--- config.mk ---
export PLATFORM = sky130hd
export DESIGN_NAME = fx_invcdf_prep
export DESIGN_NICKNAME = d
export VERILOG_FILES = /design/src/rtl/fx_invcdf_prep.sv
export SDC_FILE = /design/constraint.sdc
export NUM_CORES = 1
export LEC_CHECK = 0
export CORE_ASPECT_RATIO = 1.75
export CORE_MARGIN = 3
export CORE_UTILIZATION = 50
export DETAILED_ROUTE_END_ITERATION = 10
export PLACE_DENSITY_LB_ADDON = 0.3
export RECOVER_POWER = 25
export SYNTH_ARGS = -nofsm -noshare
export SYNTH_HDL_FRONTEND = slang
export SYNTH_SLANG_ARGS = --single-unit
--- constraint.sdc ---
create_clock -name clk -period 22.6 [get_ports clk]
set_input_delay 3.39 -clock clk [delete_from_list [all_inputs] [get_ports clk]]
set_output_delay 3.39 -clock clk [all_outputs]
set_load 0.02 [all_outputs]
--- src/rtl/fx_invcdf_prep.sv ---
// fx_invcdf_prep: front stage of the inverse-CDF normal generator.
// Folds a uniform sample u to the lower tail p = min(u, 1-u), remembers the
// sign, and produces t = sqrt(-2 ln p) in fixed point for the rational-
// polynomial stage. One sample in flight, valid/ready on both sides.
module fx_invcdf_prep #(
    parameter int WIDTH    = 32,
    parameter int QFRAC    = 16,
    parameter int UWIDTH   = 32,
    parameter int LUT_BITS = 6
) (
    input  logic              clk,
    input  logic              rst_n,
    input  logic              valid_in,
    output logic              ready_out,
    input  logic [UWIDTH-1:0] u,
    output logic              valid_out,
    input  logic              ready_in,
    output logic [WIDTH-1:0]  t,
    output logic              negate
);

    localparam int RW         = WIDTH + QFRAC;       // radicand width
    localparam int QW         = RW / 2;              // root width
    localparam int SQRT_ITERS = QW;
    localparam int CW         = $clog2(SQRT_ITERS);
    localparam int LZW        = $clog2(UWIDTH);
    localparam int KW         = $clog2(UWIDTH + 1);
    localparam int RMW        = QW + 5;              // partial remainder, two's complement
    localparam int LUT_N      = 1 << LUT_BITS;
    localparam int LF         = 30;                  // working precision of the table builder

    localparam logic [2:0] S_IDLE = 3'd0;
    localparam logic [2:0] S_FOLD = 3'd1;
    localparam logic [2:0] S_LOG  = 3'd2;
    localparam logic [2:0] S_SQRT = 3'd3;
    localparam logic [2:0] S_DONE = 3'd4;

    // round(ln(1 + i/2^LUT_BITS) * 2^QFRAC), built at elaboration from
    // ln(1+x) = 2*atanh(x/(2+x)); the series converges by >= 9x per term.
    function automatic logic [QFRAC-1:0] ln1p_fix(input int i);
        longint s, s2, pw, acc;
        s   = (longint'(i) <<< LF) / longint'(2 * LUT_N + i);
        s2  = (s * s) >>> LF;
        pw  = s;
        acc = 0;
        for (int j = 0; j < 24; j++) begin
            acc = acc + pw / longint'(2 * j + 1);
            pw  = (pw * s2) >>> LF;
        end
        acc = (2 * acc + (longint'(1) <<< (LF - QFRAC - 1))) >>> (LF - QFRAC);
        return acc[QFRAC-1:0];
    endfunction

    localparam logic [QFRAC-1:0] LN2_FIX = ln1p_fix(LUT_N);

    logic [QFRAC-1:0] lut [0:LUT_N];
    for (genvar g = 0; g <= LUT_N; g++) begin : g_lut
        assign lut[g] = ln1p_fix(g);
    end

    logic [2:0]        state_q, state_d;
    logic [UWIDTH-1:0] u_q, u_d;
    logic              neg_q, neg_d;
    logic [KW-1:0]     k_q, k_d;
    logic [UWIDTH-2:0] mfrac_q, mfrac_d;
    logic [RW-1:0]     rad_q, rad_d;
    logic [RMW-1:0]    rem_q, rem_d;
    logic [QW-1:0]     root_q, root_d;
    logic [CW-1:0]     cnt_q, cnt_d;
    logic [WIDTH-1:0]  t_q, t_d;
    logic              vld_q, vld_d;

    // Fold stage: tail fold, zero clamp, leading-zero count, normalisation.
    logic [UWIDTH-1:0] p;
    logic [LZW-1:0]    f_lz;
    logic              f_neg;
    logic [KW-1:0]     f_k;
    logic [UWIDTH-2:0] f_mfrac;

    always_comb begin
        f_neg = ~u_q[UWIDTH-1];
        p     = f_neg ? u_q : (~u_q + 1'b1);
        if (p == '0) p = {{(UWIDTH-1){1'b0}}, 1'b1};
        f_lz  = '0;
        for (int b = 0; b < UWIDTH; b++)
            if (p[b]) f_lz = LZW'(UWIDTH - 1 - b);
        f_k     = KW'(f_lz) + KW'(1);
        f_mfrac = (UWIDTH-1)'(p << f_lz);
    end

    // Log stage: interpolated ln(m), then w = 2*(k*ln2 - ln m) in Q.QFRAC.
    logic [UWIDTH+QFRAC-2:0] mf_ext;
    logic [LUT_BITS:0]       idx_lo, idx_hi;
    logic [QFRAC-1:0]        fr, l_lo, l_hi, l_dif;
    logic [2*QFRAC-1:0]      prod;
    logic [QFRAC:0]          lnm;
    logic [WIDTH-1:0]        kl, w;

    always_comb begin
        mf_ext = {mfrac_q, {QFRAC{1'b0}}};
        idx_lo = {1'b0, LUT_BITS'(mfrac_q >> (UWIDTH - 1 - LUT_BITS))};
        idx_hi = idx_lo + 1'b1;
        fr     = QFRAC'(mf_ext >> (UWIDTH - 1 - LUT_BITS));
        l_lo   = lut[idx_lo];
        l_hi   = lut[idx_hi];
        l_dif  = l_hi - l_lo;
        prod   = (2*QFRAC)'(l_dif) * (2*QFRAC)'(fr);
        lnm    = (QFRAC+1)'(l_lo) + (QFRAC+1)'(prod >> QFRAC);
        kl     = WIDTH'(k_q) * WIDTH'(LN2_FIX);
        // k >= 1 and ln m < ln2, so the difference never goes negative
        w      = (kl - WIDTH'(lnm)) << 1;
    end

    // One non-restoring square-root step: consume two radicand bits, emit one root bit.
    logic [RMW-1:0] rsh, rnew;
    logic [QW-1:0]  s_root;

    always_comb begin
        rsh = RMW'({rem_q, rad_q[RW-1 -: 2]});
        if (rem_q[RMW-1]) rnew = rsh + RMW'({root_q, 2'b11});
        else              rnew = rsh - RMW'({root_q, 2'b01});
        s_root = QW'({root_q, ~rnew[RMW-1]});
    end

    // Sequencer: IDLE -> FOLD -> LOG -> SQRT x SQRT_ITERS -> DONE -> IDLE.
    always_comb begin
        state_d = state_q;
        u_d     = u_q;
        neg_d   = neg_q;
        k_d     = k_q;
        mfrac_d = mfrac_q;
        rad_d   = rad_q;
        rem_d   = rem_q;
        root_d  = root_q;
        cnt_d   = cnt_q;
        t_d     = t_q;
        vld_d   = vld_q;
        case (state_q)
            S_IDLE: begin
                if (valid_in) begin
                    u_d     = u;
                    state_d = S_FOLD;
                end
            end
            S_FOLD: begin
                neg_d   = f_neg;
                k_d     = f_k;
                mfrac_d = f_mfrac;
                state_d = S_LOG;
            end
            S_LOG: begin
                rad_d   = {w, {QFRAC{1'b0}}};
                rem_d   = '0;
                root_d  = '0;
                cnt_d   = '0;
                state_d = S_SQRT;
            end
            S_SQRT: begin
                rad_d  = rad_q << 2;
                rem_d  = rnew;
                root_d = s_root;
                cnt_d  = cnt_q + 1'b1;
                if (cnt_q == CW'(SQRT_ITERS - 1)) begin
                    t_d     = WIDTH'(s_root);
                    vld_d   = 1'b1;
                    state_d = S_DONE;
                end
            end
            S_DONE: begin
                if (ready_in) begin
                    vld_d   = 1'b0;
                    state_d = S_IDLE;
                end
            end
            default: state_d = S_IDLE;
        endcase
    end

    // State registers; reset abandons any sample in flight.
    always_ff @(posedge clk or negedge rst_n) begin
        if (!rst_n) begin
            state_q <= S_IDLE;
            u_q     <= '0;
            neg_q   <= 1'b0;
            k_q     <= '0;
            mfrac_q <= '0;
            rad_q   <= '0;
            rem_q   <= '0;
            root_q  <= '0;
            cnt_q   <= '0;
            t_q     <= '0;
            vld_q   <= 1'b0;
        end else begin
            state_q <= state_d;
            u_q     <= u_d;
            neg_q   <= neg_d;
            k_q     <= k_d;
            mfrac_q <= mfrac_d;
            rad_q   <= rad_d;
            rem_q   <= rem_d;
            root_q  <= root_d;
            cnt_q   <= cnt_d;
            t_q     <= t_d;
            vld_q   <= vld_d;
        end
    end

    assign ready_out = (state_q == S_IDLE);
    assign valid_out = vld_q;
    assign t         = t_q;
    assign negate    = neg_q;

endmodule

; Yosys cells after proc, flatten, opt, wreduce, memory -nomap -nowiden
; Memories as Yosys holds them, arrays and structs flattened.
; Cells that the tools add are included.
[totals]
rom_bits = 4096
register_bits = 204
input_bits = 36
mem_count = 2
word_cells = 98
out_inout_bits = 35
[op_classes]
reduce_logical = 8
mux = 50
eq_ne = 8
n_bitwise = 5
shifts = 1
addsub = 9
n_lt_le_gt_ge = 2
multipliers = 2
[memory_table]
columns = name, words, word_bits, read_ports, rd_clocked_by_memory_dff, write_ports, line
row1 = (name not given), 128, 16, 1, 0, 0, 105  ; l_hi = lut[idx_hi];
row2 = (name not given), 128, 16, 1, 0, 0, 104  ; l_lo = lut[idx_lo];
[ops]
columns = cell, n
row1 = 2-to-1 mux 5 bit, 32
row2 = case mux 48 bit (2 select lines), 1
row3 = 2-to-1 mux 16 bit, 4
row4 = 2-to-1 mux 32 bit, 2
row5 = case mux 29 bit (2 select lines), 1
row6 = case mux 24 bit (2 select lines), 1
row7 = "adder 32 x 1 -> 32 bit, second input constant", 1
row8 = logical NOT 32 bit, 1
row9 = multiplier 16 x 16 -> 32 bit, 1
row10 = inverter 32 bit, 1
row11 = left shift 32 x 5 -> 31 bit, 1
row12 = adder 29 x 26 -> 29 bit, 1
row13 = 2-to-1 mux 29 bit, 1
row14 = subtractor 29 x 26 -> 29 bit, 1
row15 = subtractor 22 x 17 -> 23 bit, 1
row16 = "multiplier 6 x 15 -> 21 bit, second input constant", 1
row17 = adder 16 x 16 -> 17 bit, 1
row18 = "greater-or-equal comparator 8 bit, second input constant", 2
row19 = subtractor 16 bit, 1
row20 = case mux 3 bit (5 select lines), 1
row21 = case mux 5 bit (2 select lines), 1
row22 = 2-to-1 mux 3 bit, 3
row23 = inverter 6 -> 8 bit, 1
row24 = inverter 7 -> 8 bit, 1
row25 = other kinds (15), 23

; Depth between registers and ports, before layout
[logic_depth]
word_depth = 38
ltp_mapped = 64
ltp_nobuf = 60

; Least setup slack after synthesis
; Ideal clock, no wire load.
[synth_path]
kind = register -> register
start = register mfrac_q[27]
end = register rad_q[46]
slack_ns = 9.315
path_stages_with_launch = 62
t_arrival_ns = 13.198
path_buffers = 5
period_less_slack_ns = 13.285
required_ns = 22.513
setup_ns = 0.087
path_cell_list = dfrtp_1 > inv_1 > clkbuf_1 > buf_1 > ha_1 > clkbuf_1 > clkinv_1 > clkbuf_1 > nand2_1 > nand2_1 > a32oi_1 > o311ai_0 > nand3_1 > nand3_1 > ha_1 > fa_1 > nor2b_1 > o21ai_0 > (+26 left out) > xnor2_1 > ha_1 > inv_1 > ha_1 > or2_2 > fa_1 > a21o_1 > a21oi_1 > o21ai_0 > a21oi_1 > o21ba_2 > o21ai_0 > o41ai_1 > o21a_1 > o21ai_0 > nand2_1 > nand4_1 > o211ai_1
[synth_via]
elab_chain_len = 10
word_cells_on_any_way = 14
classes_between = add/sub (4) / mul (1) / mux (5) / bitwise (2) / memory (2)
[synth_rtl]
columns = item, line
row1 = "start, declared", 65  ; logic [UWIDTH-2:0] mfrac_q, mfrac_d;
row2 = "start signal, assigned", 198  ; mfrac_q <= mfrac_d;
row3 = adder 6 x 1 -> 7 bit, 102  ; idx_hi = idx_lo + 1'b1;
row4 = inverter 7 -> 8 bit (implied by the code), 105
row5 = memory read (128 x 16 bit), -
row6 = 2-to-1 mux 16 bit (implied by the code) (2 in a row), 105
row7 = subtractor 16 bit, 106  ; l_dif = l_hi - l_lo;
row8 = multiplier 16 x 16 -> 32 bit, 107  ; prod = (2*QFRAC)'(l_dif) * (2*QFRAC)'(fr);
row9 = adder 16 x 16 -> 17 bit (*), 108  ; lnm = (QFRAC+1)'(l_lo) + (QFRAC+1)'(prod >> QFRAC);
row10 = subtractor 22 x 17 -> 23 bit (*), 111  ; w = (kl - WIDTH'(lnm)) << 1;
row11 = case mux 48 bit (2 select lines) (*), 138  ; case (state_q)
row12 = "end signal, assigned", 199  ; rad_q <= rad_d;
row13 = "end, declared", 66  ; logic [RW-1:0] rad_q, rad_d;
; Every way passes the cells marked *; elsewhere a longest branch is shown, timed or not. The select of a mux whose other input is x is not followed.
; A chain may end at the register's enable or synchronous reset.

; Worst setup path in the final report
[layout_path]
start = register mfrac_q[26]
end = register rad_q[47]
; Same word-level chain as after synthesis.

==> flow_summary_export.csv <==
group,metric,value,unit
critical_path,slowest_delay,0.94,ns
logic_synthesis,synth-main-ff-cell,"dfrtp_1",
clocking,cts.sink_count,177,
clocking,maximum_buffer_depth_of_the_clock_tree,2,
critical_path,cp_num_buf_inv,5,
die,core-area,0.05264,mm^2
critical_path,worst-setup-path-type,"reg2reg",
clocking,tritoncts,"yes",
logic_synthesis,yosys.area_share.simple,0.1889,
route,route.detailed.drc,0,
hold_path,min-delay-start,"rad_q[18]",
logic_synthesis,ys_warn_count,0,
status,outcome,"finished with violations",
critical_path,critical_path.slowest_cell,"o31a_1",
die,design.portCount,71,
logic_synthesis,synth_edf_count,0,
sta,drv_slew,290,
global_route,pin_count_of_the_biggest_net_entering_global_routing,119,
logic_synthesis,synth_seq_area_share,0.1659,
sta,final_hold_viol_count,0,
critical_path,critical_path_arrival,16.13,ns
sta,maxSlewHeadroom,-3.273,
placed_design,io_buffers,62,
status,violated_checks,"capacitance limit, slew limit",
route,post_drt_wl_per_cell,21.65,um
logic_synthesis,largest_family_of_logic_cells_by_synthesized_area,"adder cells",
clocking,clock_tree.htree_level_count,4,
logic_synthesis,yosysUniqueCellTypes,98,
die,die-area,0.05631,mm^2
critical_path,crit_fanout,42,
cells_and_area,final_net_count,3691,
cells_and_area,layout.filler_cells,4898,
clocking,clk_root_buffer_cell,"clkbuf_16",
clocking,postCtsHoldBufs,0,
route,drt_iter0_markers,1940,
cells_and_area,layout.area.seq,0.004432,mm^2
clocking,clk_pin_slew,0.09,ns
logic_synthesis,syn-cell-area,0.02670,mm^2
route,viasPerCell,6.288,
cells_and_area,ratio_of_cells_with_drive_above_1_in_the_final_layout,0.06023,
critical_path,r2r_cells,53,
sta,fmaxAchievable,63.48,MHz
clocking,post-cts-setup-buffers,0,
cells_and_area,diodes,0,
logic_synthesis,post_synth_xor_xnor_area,0.04761,
logic_synthesis,synth.avg_cell_area,8.083,um^2
global_route,grt_antenna_before_repair,0,
run,max_cap_viol_count,4,
hold_path,hold_path_class,"reg2reg",
critical_path,rr_endpoint,"rad_q[47]",
global_route,grt_first_pass_wirelength,133.2,mm
cells_and_area,commonest_cells_after_routing_fill_and_taps_aside,"408 x nand2_1, 368 x inv_1, 225 x ha_1, 222 x fa_1, 194 x o21ai_0",
logic_synthesis,synth-adder-area-share,0.2719,
logic_synthesis,synth.ff_latch_count,177,
clocking,postCtsResizedCells,0,
critical_path,timing.critical_path.to_type,"flip-flop",
logic_synthesis,synth_cells,3303,
hold_path,whs_endpoint,"rad_q[18]",
critical_path,crit_path_frequent_cell,"fa_1",
clocking,cts-buffers-inserted,17,
sta,fin_setup_tns,0,ns
logic_synthesis,synthArstFlopShare,1.000,
critical_path,crit_required,22.98,ns
critical_path,reg2reg_slack,6.85,ns
sta,grt_setup_unrepaired,"false",
sta,worst-slew-pin-transition,6.409,ns
route,drt-total-wl,84.43,mm
clocking,worstSkewPairLatency,0.49,ns
global_route,globalRoute.totalOverflow,0,
die,floorplan.rows,111,
critical_path,critical_path.reg2reg.startpoint,"mfrac_q[26]",
critical_path,cp-start-kind,"flip-flop",
sta,post-route-period-util,0.6971,
die,die_width,180.7,um
route,routed-via-count,24520,
hold_path,worst_hold_path_cell_count,2,
global_route,grt_pass1_vias,25000,
cells_and_area,multiInputGateArea,0.01999,mm^2
route,antenna_violating_nets_post_route,0,
critical_path,largest_delay_contributor_family_on_the_critical_path,"compound AO/OA/AOI/OAI gates",
logic_synthesis,synth-compound-area-share,0.1869,
cells_and_area,area_growth_syn_to_layout,6.031,%
placed_design,place_congestion,1.003,
sta,final-setup-viol-count,0,
sta,worst_clock_skew,0.01755,ns
sta,post-route-min-period,15.75,ns
placed_design,hpwl,65.01,mm
die,starting_density_of_the_core,0.5072,
cells_and_area,most_common_cell_after_layout_fill_and_taps_aside,"nand2_1",
global_route,grt_use_total,0.2942,
logic_synthesis,synth_mux_area_frac,0.04935,
die,fp.dieH,311.7,um
route,drt_first_pass_iters,7,
routing by layer:
metal,part of all wire,wire length (um),GRT usage,up-vias
met3,0.056,4767,0.04554,426
li1,-,-,-,11160
met5,0,0,0,-
met4,0.099,8369,0.2492,0
met1,0.33,28070,0.2940,11830
met2,0.51,43220,0.5276,1102
worst max path at each step:
stage                 from        end  depth (start not counted)
2_1_floorplan  mfrac_q[27]  rad_q[46]                         61
3_3_place_gp   mfrac_q[25]  rad_q[46]                         57
3_5_place_dp   mfrac_q[25]  rad_q[40]                         56
4_1_cts        mfrac_q[25]  rad_q[46]                         56
5_1_grt        mfrac_q[25]  rad_q[47]                         57
6_report       mfrac_q[26]  rad_q[47]                         53
state kept, by name, indices dropped and copies added (netlist names), 5 cells and up:
register / count
root_q: 24
k_q: 6
t: 24
u_q: 32
cnt_q: 5
mfrac_q: 22
rem_q: 28
rad_q: 31
worst register-to-register path: cells and delay by family, from the launching register on:
kind | cells | cell delay, ns
compound gates | 23 | 6.47
buf+inv | 5 | 0.58
simple gates | 13 | 3.01
xor+xnor | 2 | 0.26
flops | 1 | 0.89
fa+ha+maj | 10 | 4.45
cells by family (layout without fill, tap and decap cells):
| kind of cell | Yosys count | in the layout |
|---|---|---|
| other cells | 1 | 8 |
| compound gates | 757 | 757 |
| xor+xnor | 143 | 143 |
| mux | 121 | 121 |
| fa+ha+maj | 447 | 447 |
| buf+inv | 605 | 516 |
| simple gates | 1052 | 1052 |
| flops | 177 | 177 |
per-stage QoR:
stage	setup WS [ns]	util	hold WS, ns	cell area, um^2	instances
CTS	7.173	0.5383	0.4800	28340	3899
finish	6.846	0.5378	0.4743	28310	3899
detailed placement	7.206	0.5257	0.4628	27670	3867
floorplan	9.315	-	0.4390	26720	3310
global route	5.764	0.5378	0.5167	28310	3899
global placement	7.459	0.5257	0.4596	27670	3867
area by class of cell:
type,instances,share of cell area
Timing Repair Buffer,111,0.03430
Sequential cell,177,0.1566
Inverter,373,0.04946
Multi-Input combinational cell,2528,0.7063
Clock buffer,17,0.01503
Clock inverter,15,0.008442
Tap cell,678,0.02997
cells in the mapped netlist, drive strengths merged, types with 11 or more instances:
library cell	count	area (um^2)
and3	14	87.58
and2	85	531.8
nand2b	24	150.1
or2	12	75.08
o31ai	17	127.6
buf	44	275.3
o311ai	17	148.9
ha	225	2815
nand4	43	269.0
nor2	176	660.6
fa	222	4444
a22oi	13	102.6
a21oi	160	804.5
a21o	19	142.6
or4	16	127.6
o211ai	50	375.4
dfrtp	177	4429
a21boi	18	135.1
clkbuf	188	709.4
a221oi	13	120.1
xnor2	91	815.8
nor4	16	136.4
a31oi	44	275.3
o21a	20	150.1
xor2	52	455.4
o21ai	204	1025
nand2	408	1531
o41ai	27	244.0
a211o	11	96.34
or3	29	181.4
nor2b	36	225.2
mux2	62	701.9
o21bai	12	90.09
a211oi	39	297.8
mux2i	57	570.6
nand3	96	485.5
nor3	69	350.3
inv	371	1393
Power is not shown: default switching activity piles up to over one toggle a cycle in this logic, so the estimate is an artifact.
